==> src/rtl/pipe_pkg.sv <==
// rtl/pipe_pkg.sv - shared constants and state encoding for pipeline stage registers
package pipe_pkg;

  localparam logic [31:0] NOP_INSTR = 32'h0000_0013;

  typedef enum logic [1:0] {
    ST_EMPTY = 2'd0,
    ST_ONE   = 2'd1,
    ST_TWO   = 2'd2
  } stage_state_e;

endpackage

==> src/rtl/pipe_sat_counter.sv <==
// rtl/pipe_sat_counter.sv - saturating event counter
// Counts cycles where inc is high and sticks at all-ones instead of wrapping.
module pipe_sat_counter #(
  parameter int CNT_W = 16
) (
  input  logic             clk,
  input  logic             rst_n,
  input  logic             inc,
  output logic [CNT_W-1:0] count
);

  logic [CNT_W-1:0] r_count;

  always_ff @(posedge clk) begin
    if (!rst_n) begin
      r_count <= '0;
    end else if (inc && (r_count != {CNT_W{1'b1}})) begin
      r_count <= r_count + CNT_W'(1);
    end
  end

  assign count = r_count;

endmodule

==> src/rtl/pipe_stage_reg.sv <==
// rtl/pipe_stage_reg.sv - valid/ready pipeline stage register with flush and perf counters
// Holds up to two beats (SKID=1) or one beat (SKID=0) between pipeline stages.
module pipe_stage_reg #(
  parameter int          WIDTH     = 96,
  parameter int          SKID      = 1,
  parameter int          CNT_W     = 16,
  parameter logic [31:0] NOP_INSTR = pipe_pkg::NOP_INSTR
) (
  input  logic             clk,
  input  logic             rst_n,
  input  logic             in_valid,
  output logic             in_ready,
  input  logic [WIDTH-1:0] in_data,
  input  logic [31:0]      in_instr,
  input  logic             flush,
  output logic             out_valid,
  input  logic             out_ready,
  output logic [WIDTH-1:0] out_data,
  output logic [31:0]      out_instr,
  output logic [CNT_W-1:0] stall_cnt,
  output logic [CNT_W-1:0] bubble_cnt
);

  import pipe_pkg::*;

  stage_state_e     r_state;
  logic [WIDTH-1:0] r_out_data;
  logic [31:0]      r_out_instr;
  logic [WIDTH-1:0] r_skid_data;
  logic [31:0]      r_skid_instr;

  logic w_out_valid;
  logic w_in_fire;
  logic w_out_fire;

  assign w_out_valid = (r_state != ST_EMPTY);
  assign w_in_fire   = in_valid & in_ready;
  assign w_out_fire  = w_out_valid & out_ready;

  // With the skid entry, in_ready is a pure state decode so out_ready never reaches it.
  generate
    if (SKID != 0) begin : g_skid
      assign in_ready = (r_state != ST_TWO);
    end else begin : g_noskid
      assign in_ready = ~w_out_valid | out_ready;
    end
  endgenerate

  always_ff @(posedge clk) begin
    if (!rst_n) begin
      r_state      <= ST_EMPTY;
      r_out_data   <= '0;
      r_out_instr  <= NOP_INSTR;
      r_skid_data  <= '0;
      r_skid_instr <= '0;
    end else if (flush) begin
      r_state <= ST_EMPTY;
    end else begin
      case (r_state)
        ST_EMPTY: begin
          if (w_in_fire) begin
            r_state     <= ST_ONE;
            r_out_data  <= in_data;
            r_out_instr <= in_instr;
          end
        end
        ST_ONE: begin
          if (w_in_fire && w_out_fire) begin
            r_out_data  <= in_data;
            r_out_instr <= in_instr;
          end else if (w_in_fire) begin
            r_state      <= ST_TWO;
            r_skid_data  <= in_data;
            r_skid_instr <= in_instr;
          end else if (w_out_fire) begin
            r_state <= ST_EMPTY;
          end
        end
        ST_TWO: begin
          if (w_out_fire) begin
            r_state     <= ST_ONE;
            r_out_data  <= r_skid_data;
            r_out_instr <= r_skid_instr;
          end
        end
        default: r_state <= ST_EMPTY;
      endcase
    end
  end

  assign out_valid = w_out_valid;
  assign out_data  = r_out_data;
  assign out_instr = w_out_valid ? r_out_instr : NOP_INSTR;

  logic w_stall_inc;
  logic w_bubble_inc;

  assign w_stall_inc  = w_out_valid & ~out_ready;
  assign w_bubble_inc = ~w_out_valid;

  pipe_sat_counter #(.CNT_W(CNT_W)) u_stall_cnt (
    .clk   (clk),
    .rst_n (rst_n),
    .inc   (w_stall_inc),
    .count (stall_cnt)
  );

  pipe_sat_counter #(.CNT_W(CNT_W)) u_bubble_cnt (
    .clk   (clk),
    .rst_n (rst_n),
    .inc   (w_bubble_inc),
    .count (bubble_cnt)
  );

endmodule

==> config.mk <==
export PLATFORM = sky130hd
export DESIGN_NAME = pipe_stage_reg
export DESIGN_NICKNAME = d
export VERILOG_FILES = /design/src/rtl/pipe_pkg.sv /design/src/rtl/pipe_sat_counter.sv /design/src/rtl/pipe_stage_reg.sv
export SDC_FILE = /design/constraint.sdc
export NUM_CORES = 1
export LEC_CHECK = 0
export CAP_MARGIN = 25
export CORE_ASPECT_RATIO = 1.2
export CORE_MARGIN = 5
export CORE_UTILIZATION = 45
export CTS_CLUSTER_DIAMETER = 80
export DETAILED_ROUTE_END_ITERATION = 10
export PLACE_DENSITY = 0.82
export SLEW_MARGIN = 0
export SYNTH_ARGS = -nofsm -noshare
export SYNTH_HDL_FRONTEND = slang
export SYNTH_SLANG_ARGS = --single-unit
==> constraint.sdc <==
create_clock -name clk -period 2.2 [get_ports clk]
set_clock_uncertainty 0.1 [all_clocks]
set_input_delay 0.66 -clock clk [delete_from_list [all_inputs] [get_ports clk]]
set_output_delay 0.66 -clock clk [all_outputs]
set_load 0.1 [all_outputs]
==> out/summary.txt <==
Buf/Inv on CP: 3
Ys async rst share: 0%
Grt total ovfl: 0
Crit path from: r_state[1]
Commonest non-fill, non-tap cells in the layout: 279 x nand2_1, 258 x dfxtp_1, 188 x buf_12, 149 x a21oi_1, 131 x clkdlybuf4s50_1
Arr. time, crit path: 1.65 ns
Setup repair after global routing missed its margin: yes
I/O Buffers: 294
Post-Route WL: 41150 µm
Routed len/inst: 18.70 µm
Antenna viol nets, final: 0
Inst Count DP: 2125
Synthesis warning total: 0
EDFF count, synth: 0
Share of layout cells above drive strength 1: 27.00%
DP Wirelength: 27560 µm
Clock transition at path regs: 0.06 ns
Setup WS pre-CTS: -0.4602 ns
Initial antenna violation count: 7
Library cells used by synthesis: 44
Area post-placement: 18270 µm²
Sequential area share after synthesis: 46.08%
FF-to-FF setup slack: 0.09 ns
Max incr delay on CP: 0.36 ns
Routability cong.: 0.8475
Syn_area_per_cell: 8.327 µm²
CTS Buf Count: 29
Largest net degree at the start of global routing: 93
Status: finished, violations left
Syn_nets: 1648
Design Area, Final: 19420 µm²
Worst R2R Path Depth: 6
DR DRC count: 0
Max Fclk: 414.3 MHz
Die height: 193.3 µm
Dominant cells by area after synthesis: dfxtp_1 46%, mux2_2 11%, nand2_1 8.3%
DIE WIDTH: 162.7 µm
Vias per cell: 5.536
Levels on crit path: 5
Clock period minus worst slack: 2.414 ns
Yosys top cell area share: 46.08%
Clock sinks: 290
Synth area leader: dfxtp_1
Most frequent CP cell: buf_12
DRT Pass-1 Iters: 5
Setup CP Type: register to output pin
Final Non-Filler Cells: 2201
Yosys reg bits: 290
Area Overhead vs Synth: 54.15%
Pwr per Cell Area: 685.6 nW/µm²
CTS tree: yes
Peak supply drop: 0.6118 mV
Final Hold Vio Count: 0
Slew Limit Fails: 0
Max clock buf depth: 3
Commonest non-fill, non-tap cell in the layout: nand2_1
Setup violators final: 34
Critical Path End: out_instr[17]
Initial core utilization: 45.40%
Root Buffer: clkbuf_16
Failing checks: negative setup slack
Slew at the pin closest to its max-slew limit: 0.5239 ns
Clk_lat worst skew: 0.54 ns
Crit path max fanout: 15
Global Route Usage Sum: 24.79%
Mapped Area: 12600 µm²
WP data required: 1.44 ns
Crit-path leading delay family: buffers and inverters
CORE AREA: 27750 µm²
I/O pins: 295
Crit path cell chain: nor2_4, buf_4, buf_12, nor2_2, buf_12
Hold crit path type: register to register
Fin crit share: 109.7%
Vias in the first global route: 12.55k
# H-tree levels: 1
Leak: 0.006917 µW
Slowest-stage cell, CP: dfxtp_4
Crit path launch type: register
Cell count after synthesis: 1513
Slew Limit Headroom: 65.04%
Initial DRC count: 972
Die area: 31460 µm²
# nets final: 1928
Total negative slack: -6.153 ns
Maxcap violations: 0
Via Count: 12.19k
First-pass GRT wire length: 65430 µm
PnR worst setup slack: -0.2136 ns
Critical path capture point type: output pin
Pwr Total: 13310 µW
Critical R2R Launch: r_state[1]
Row cnt: 67
Reg-to-Reg End: u_stall_cnt.count[15]
Top FF cell, synth: dfxtp_1
-- routing by layer --
layer  share of wire, %  GRT usage, %  up-vias
met2                 52         43.95      495
met4                4.1         12.12        0
li1                   -             -     5742
met3                5.9         3.619      120
met1                 38         29.03     5828
met5                  0             0        -
-- registers in the layout, indices dropped and copies added (netlist names) --
signal and cells:
u_bubble_cnt.count 16, u_stall_cnt.count 16, r_out_instr 32, out_data 96, r_skid_instr 32, r_skid_data 96, r_state 2
-- logic make-up (layout without fill, tap and decap cells) --
| kind of cell | after synthesis | after routing | synth area share, % |
|---|---|---|---|
| and+or+nand+nor | 512 | 512 | 18.04 |
| AOI/OAI and AO/OA | 317 | 317 | 15.89 |
| DFF | 290 | 290 | 46.08 |
| buffers and inverters | 256 | 558 | 7.766 |
| muxes | 134 | 134 | 11.89 |
| adders and majority gates | 2 | 2 | 0.1986 |
| xor gates and xnor gates | 2 | 2 | 0.1391 |
| other | 0 | 7 | 0 |
-- cells in the mapped netlist (2+ instances only) --
master / n
a21oi_1: 150
o21ai_0: 11
dfxtp_1: 290
or3_1: 8
mux2_2: 125
or2_2: 2
o21a_1: 2
buf_2: 14
xor2_1: 2
o211ai_1: 3
inv_1: 131
buf_1: 9
nor2_1: 38
nand2b_1: 10
a211oi_1: 125
o21bai_1: 2
a2111oi_0: 2
ha_1: 2
o21ba_2: 2
nand3_1: 10
o31ai_1: 12
or4_1: 11
o2111ai_1: 2
nor4_1: 6
mux2i_1: 9
and3_1: 3
nor3_1: 129
clkbuf_1: 102
and4_1: 2
nand2_1: 279
nand4_1: 7
-- worst reg2reg max path, stage by stage (launching register included) --
cell and delay, ns:
dfxtp_4 0.37, buf_4 0.12, buf_4 0.12, o21bai_1 0.12, or4_4 0.57, or4_1 0.50
a21oi_1 0.15
-- per-stage QoR --
step	util (%)	hold slack [ns]
after floorplan	-	0.3338
after global placement	65.83	0.3387
after detailed placement	65.83	0.3469
after CTS	69.76	0.3551
after global routing	69.99	0.3746
final	69.99	0.3536
-- layout make-up --
| type | instances | area [µm²] |
|---|---|---|
| Inverter | 131 | 503.0 |
| Clock inverter | 9 | 70.07 |
| Sequential cell | 290 | 5873 |
| Multi-Input combinational cell | 967 | 6066 |
| Timing Repair Buffer | 374 | 5584 |
| Fill cell | 1870 | 8328 |
| Tap cell | 379 | 474.2 |
| Clock buffer | 44 | 832.0 |
| Antenna cell | 7 | 17.52 |
-- power breakdown --
group,leakage (µW),internal [µW],switching [µW]
clock network,0.000451,2710,2040
registers,0.00238,5440,193
logic,0.00409,1150,1780
total,0.00692,9300,4010
-- worst min path at each step --
| stage | startpoint | endpoint | slack (ns) | cells after the start |
|---|---|---|---|---|
| after global routing | r_skid_data[59] | r_skid_data[59] | 0.37 | 2 |
| after CTS | r_skid_data[59] | r_skid_data[59] | 0.36 | 2 |
| after floorplan | r_skid_data[0] | r_skid_data[0] | 0.33 | 2 |
| after detailed placement | r_skid_data[59] | r_skid_data[59] | 0.35 | 2 |
| after global placement | r_skid_instr[15] | r_skid_instr[15] | 0.34 | 2 |
| final | r_skid_data[59] | r_skid_data[59] | 0.35 | 2 |
-- what timing repair did --
action,CTS,global route
setup buffers,9,4
endpoints found under the setup margin,35,42
hold buffers,0,0
cloned,3,0
pin swaps,2,1
resized for setup,9,3
No activity file was read; power rests on OpenSTA's default activity.
